`src/rtl/seq_ctrl_pkg.sv`:
```
// Shared types and constants for the serial sequence detector controller.
// Latency: n/a (declarations only).
// Backpressure: n/a (declarations only).
package seq_ctrl_pkg;

    // Pattern length in bits; the pattern MSB is the oldest received bit.
    localparam int SEQ_W = 4;

    // Configuration loaded by reset, so a run can start without any cfg.
    localparam logic [SEQ_W-1:0] DEFAULT_SEQ    = 4'b1001;
    localparam int               DEFAULT_TARGET = 1;

    // Fill counter tracks how many bits are in the history, saturating at
    // SEQ_W. Three bits cover 0..4.
    localparam int               FILL_W   = 3;
    localparam logic [FILL_W-1:0] FILL_MAX = FILL_W'(SEQ_W);

    typedef enum logic [1:0] {
        ST_IDLE = 2'd0,
        ST_RUN  = 2'd1,
        ST_DONE = 2'd2
    } state_t;

endpackage : seq_ctrl_pkg

```
`src/rtl/seq_match.sv`:
```
// Serial pattern matcher: history shift register, fill counter, comparator.
// Latency: hit is combinational on the current bit; history updates next edge.
// Backpressure: none; one bit consumed per enabled cycle.
//
// Ports:
//   clk      rising-edge clock
//   clr_n    synchronous active-low reset
//   en       shift e into history and advance the fill counter
//   clr      clear history and fill (takes priority over en)
//   e        serial data bit
//   pattern  pattern to match, MSB = oldest bit
//   hit      current bit completes the pattern with a full history
module seq_match
    import seq_ctrl_pkg::*;
(
    input  logic             clk,
    input  logic             clr_n,
    input  logic             en,
    input  logic             clr,
    input  logic             e,
    input  logic [SEQ_W-1:0] pattern,
    output logic             hit
);

    // Only the newest SEQ_W-1 bits need storing: the oldest bit of a
    // SEQ_W-bit window would be shifted out before it could be compared.
    logic [SEQ_W-2:0]  history;
    logic [FILL_W-1:0] fill;

    always_ff @(posedge clk) begin
        if (!clr_n || clr) begin
            history <= '0;
            fill    <= '0;
        end else if (en) begin
            history <= {history[SEQ_W-3:0], e};
            if (fill != FILL_MAX) begin
                fill <= fill + FILL_W'(1);
            end
        end
    end

    // The window is only valid once SEQ_W-1 earlier bits have been received,
    // so stale zeros after a clear can never produce a false match.
    always_comb begin
        hit = (fill >= FILL_W'(SEQ_W - 1)) && ({history, e} == pattern);
    end

endmodule : seq_match

```
`src/rtl/seq_det_ctrl.sv`:
```
// Run controller for a serial sequence detector with match counting and target stop.
// Latency: Y, match_cnt and done update one edge after the matching bit is sampled.
// Backpressure: cfg_ready low while a run is active; cfg requests then stall.
//
// Ports:
//   clk        rising-edge clock
//   clr_n      synchronous active-low reset
//   cfg_valid  configuration request; accepted with cfg_ready
//   cfg_ready  high in IDLE and DONE
//   cfg_seq    pattern to detect, MSB = oldest bit
//   cfg_count  match target, 0 = run until abort
//   start      begin a run from IDLE or DONE
//   abort      end a run, keeping match_cnt
//   E          serial data bit, sampled every RUN cycle
//   Y          one-cycle registered match pulse
//   busy       high in RUN
//   done       high in DONE
//   match_cnt  saturating match count of the current/last run
module seq_det_ctrl
    import seq_ctrl_pkg::*;
#(
    parameter int CNT_W = 8
) (
    input  logic             clk,
    input  logic             clr_n,
    input  logic             cfg_valid,
    output logic             cfg_ready,
    input  logic [SEQ_W-1:0] cfg_seq,
    input  logic [CNT_W-1:0] cfg_count,
    input  logic             start,
    input  logic             abort,
    input  logic             E,
    output logic             Y,
    output logic             busy,
    output logic             done,
    output logic [CNT_W-1:0] match_cnt
);

    localparam logic [CNT_W-1:0] CNT_MAX = {CNT_W{1'b1}};

    state_t           state_q, state_d;
    logic [SEQ_W-1:0] pattern_q, pattern_d;
    logic [CNT_W-1:0] target_q, target_d;
    logic [CNT_W-1:0] cnt_q, cnt_d;
    logic [CNT_W-1:0] cnt_inc;
    logic             y_q, y_d;
    logic             cfg_fire;
    logic             m_en;
    logic             m_clr;
    logic             hit;

    seq_match u_match (
        .clk     (clk),
        .clr_n   (clr_n),
        .en      (m_en),
        .clr     (m_clr),
        .e       (E),
        .pattern (pattern_q),
        .hit     (hit)
    );

    assign cfg_ready = (state_q != ST_RUN);
    assign busy      = (state_q == ST_RUN);
    assign done      = (state_q == ST_DONE);
    assign Y         = y_q;
    assign match_cnt = cnt_q;
    assign cfg_fire  = cfg_valid && cfg_ready;

    // Saturating increment; the target compare uses this value so that the
    // match which reaches the target is the one that ends the run.
    assign cnt_inc = (cnt_q == CNT_MAX) ? cnt_q : cnt_q + CNT_W'(1);

    always_comb begin
        state_d   = state_q;
        pattern_d = pattern_q;
        target_d  = target_q;
        cnt_d     = cnt_q;
        y_d       = 1'b0;
        m_en      = 1'b0;
        m_clr     = 1'b0;

        case (state_q)
            ST_IDLE: begin
                // A config write in the same cycle as start takes precedence;
                // start is dropped so the run never mixes old and new config.
                if (cfg_fire) begin
                    pattern_d = cfg_seq;
                    target_d  = cfg_count;
                end else if (start) begin
                    state_d = ST_RUN;
                    m_clr   = 1'b1;
                    cnt_d   = '0;
                end
            end

            ST_RUN: begin
                m_en = 1'b1;
                // Abort suppresses a same-cycle match entirely.
                if (abort) begin
                    state_d = ST_IDLE;
                end else if (hit) begin
                    y_d   = 1'b1;
                    cnt_d = cnt_inc;
                    if ((target_q != '0) && (cnt_inc == target_q)) begin
                        state_d = ST_DONE;
                    end
                end
            end

            ST_DONE: begin
                if (cfg_fire) begin
                    pattern_d = cfg_seq;
                    target_d  = cfg_count;
                    state_d   = ST_IDLE;
                end else if (start) begin
                    state_d = ST_RUN;
                    m_clr   = 1'b1;
                    cnt_d   = '0;
                end
            end

            default: begin
                state_d = ST_IDLE;
            end
        endcase
    end

    always_ff @(posedge clk) begin
        if (!clr_n) begin
            state_q   <= ST_IDLE;
            pattern_q <= DEFAULT_SEQ;
            target_q  <= CNT_W'(DEFAULT_TARGET);
            cnt_q     <= '0;
            y_q       <= 1'b0;
        end else begin
            state_q   <= state_d;
            pattern_q <= pattern_d;
            target_q  <= target_d;
            cnt_q     <= cnt_d;
            y_q       <= y_d;
        end
    end

endmodule : seq_det_ctrl

```
`config.mk`:
```
export PLATFORM = sky130hd
export DESIGN_NAME = seq_det_ctrl
export DESIGN_NICKNAME = d
export VERILOG_FILES = /design/src/rtl/seq_ctrl_pkg.sv /design/src/rtl/seq_match.sv /design/src/rtl/seq_det_ctrl.sv
export SDC_FILE = /design/constraint.sdc
export NUM_CORES = 1
export LEC_CHECK = 0
export CORE_MARGIN = 10
export CORE_UTILIZATION = 25
export CTS_BUF_LIST = sky130_fd_sc_hd__clkbuf_4 sky130_fd_sc_hd__clkbuf_8
export DETAILED_ROUTE_END_ITERATION = 8
export DONT_BUFFER_PORTS = 1
export SETUP_SLACK_MARGIN = 0.15
export SLEW_MARGIN = 20
export SYNTH_ARGS = -nofsm -noshare
export SYNTH_HDL_FRONTEND = slang
export SYNTH_SLANG_ARGS = --single-unit
```
`constraint.sdc`:
```
create_clock -name clk -period 3.9 [get_ports clk]
set_input_delay 0 -clock clk [delete_from_list [all_inputs] [get_ports clk]]
set_output_delay 0 -clock clk [all_outputs]
set_load 0.01 [all_outputs]
```
==> impl_metrics.toml <==
[logic_synthesis]
synth_fa_ha_area_share_pct = 3.008
synth_edf_count = 0
synth_top_family_by_area = "simple AND/OR/NAND/NOR gates"
yosysWarnings = 0
synth.distinct_cells = 43
ys_async_sr_fraction_pct = 0
synth_area_leaders = "dfxtp_1 35%, nand2_1 8.3%, a21oi_1 6.6%"
synth_simple_gate_area_share_pct = 28.65
yosys.cell_count.top_type = "nand2_1"
synth_compound_area_share_pct = 18.50
synth.largest_area_cell = "dfxtp_1"
netlist_area_um2 = 1664
synth_top_cell_area_share_pct = 34.89
synthCells = 215
ys_seq_area_share_pct = 34.89
ys_seq_elements = 29
synth_top_cells_by_count = "37 x nand2_1, 29 x dfxtp_1, 22 x a21oi_1"
synth-xor-area-share_pct = 6.316
synth-main-ff-cell = "dfxtp_1"
synth_fp_nets = 237
synth.area.mux_share_pct = 3.684
avgSynthCellArea_um2 = 7.740

[grt]
grt_pass1_vias = 1503
grt.overflow.total = 0
antenna_found_initial = 0
busiest_layer = "met2"
grt_util_met3_pct = 2.995
grtUsageMet1_pct = 11.01
grt_usage_pct = 9.197
use_met2_pct = 14.61
grt_pass1_wl_mm = 7.493
grt_start_max_net_pins = 16

[run]
maxCapViolCount = 0

[clocking]
cts-root-buf = "clkbuf_8"
cts_buffer_depth = 2
insertion_delay_ns = 0.29
numCtsBuffers = 5
cts_sinks = 29
cts_setup_buffers = 0
tritoncts = "done"
cts_resized = 0
h-tree-depth = 2
clk_pin_slew_worst_paths_ns = 0.07
cts.hold.buffers_added = 17

[worst_setup_path]
endpoint_kind = "flop"
critPathMaxFanout = 13
reg2reg_depth = 8
path_class = "flop to flop"
r2r-start = "match_cnt[0]"
r2r-end = "state_q[1]"
r2r_setup_slack_ns = 0.77
cp-start-kind = "flop"
required_ns = 4.13
arrival_ns = 3.36

[drt]
wl_mm = 4.496
via_per_inst = 4.974
avgRoutedWirePerCell_um = 14.64
via_count = 1527
first_iter_violations = 121
drt-pass1-iter-count = 4
remaining_drc_errors = 0
ant_nets = 0

[timing]
rsz0062_at_grt = "no"
fmax_ghz = 0.3193
setup_viol = 0
tns_ns = 0
clock_skew_ns = 0.009482
drv_slew = 0
setup_ws_ns = 0.7683
period_share_pct = 80.30
max-slew-margin-rel_pct = 42.95
worst_pin_slew_ns = 0.8540
hold_violations = 0
layout_min_cycle_time_ns = 3.132

[min_path]
hold_end = "state_q[0]"
hold_path_depth = 3
holdCritPathClass = "primary input to flop"
hold_start = "cfg_valid"

[floorplanning]
io_pins = 30
initial_utilization_pct = 25.91
die_h_um = 101.6
die_area_um2 = 10320
coreArea_um2 = 6422
num_rows = 29
die_x_um = 101.6

[layout]
nNetsFinal = 251
fill_cells = 658
fin_cells = 307
seqCellArea_um2 = 580.6
drive_gt1_share_pct = 6.957
multi_input_comb_area_um2 = 1001
diodes = 0
synthToLayoutAreaGrowth_pct = 19.85

[run_status]
outcome = "finished clean"

[placed_design]
dp_hpwl_mm = 3.332
dp_slack_ns = 1.331
gp_congestion = 0.8374
portBuffers = 0
placed_cells = 282

[power_and_ir_drop]
ir_drop_mv = 0.1571
cellLeakagePower_nw = 0.7358
powerDensity_nw_per_um2 = 360.8
==> area by class of cell <==
cell class,count,share of cell area [%]
tap,77,4.831
clock buffer,7,4.517
timing repair buffer,17,8.532
multi-input combinational,169,50.19
inverter,7,1.317
clock inverter,1,1.506
sequential,29,29.11
==> how the worst max path moves through the flow <==
stage | to | start
floorplan | state_q[1] | match_cnt[0]
global placement | state_q[1] | match_cnt[0]
detailed placement | state_q[1] | match_cnt[0]
global route | state_q[1] | match_cnt[0]
CTS | state_q[1] | match_cnt[0]
finish | state_q[1] | match_cnt[0]
==> critical path, cell delays in order, from the launching register on <==
cell,delay (ns)
dfxtp_1,0.63
ha_1,0.43
nand3_2,0.14
nor2_2,0.17
mux2_1,0.36
mux2i_1,0.14
or4_1,0.52
o21ai_1,0.14
dlygate4sd3_1,0.56
==> stage by stage <==
step	area [um^2]	hold slack [ns]	power [mW]	util (%)
finish	1994	0.01765	0.7195	31.05
global route	1994	0.04083	0.7558	31.05
CTS	1994	0.005776	0.7328	31.05
detailed placement	1704	0.07927	0.3808	26.53
global placement	1704	0.07508	0.3794	26.53
floorplan	1664	0.1242	0.3692	-
==> state kept, by name, indices dropped and copies added, names as in the netlist <==
| signal | flops |
|---|---|
| Y | 1 |
| match_cnt | 8 |
| pattern_q | 4 |
| state_q | 2 |
| target_q | 8 |
| u_match.fill | 3 |
| u_match.history | 3 |
==> power breakdown <==
group / switching, mW / internal [mW]
logic: 0.0378 / 0.0331
clock network: 0.116 / 0.215
registers: 0.0114 / 0.306
total: 0.165 / 0.555
==> routing by layer <==
metal  part of all wire, %  routed length [um]  vias to the layer above
li1                      -                   -                      783
met1                    45                2044                      688
met2                    45                2035                       47
met3                   6.7                 300                        9
met4                   2.6                 116                        0
met5                     0                   0                        -
==> cells in the final DEF, fill, tap and decap left out, drive strengths merged, types with 6 or more instances in the layout <==
cell type / Yosys / final
nand2: 39 / 39
dfxtp: 29 / 29
a21oi: 22 / 22
dlygate4sd3: 0 / 17
nor2: 14 / 14
o21ai: 14 / 14
nand3: 11 / 11
nand2b: 7 / 7
inv: 7 / 7
xor2: 7 / 7
clkbuf: 5 / 7
nor3: 6 / 6
==> cells by family (layout without fill, tap and decap cells) <==
family | Yosys count | in the layout
simple gates | 94 | 94
compound gates | 53 | 53
flops | 29 | 29
buf+inv | 17 | 32
xor+xnor | 12 | 12
mux | 6 | 6
fa+ha+maj | 4 | 4
No activity file was read; power rests on OpenSTA's default activity.
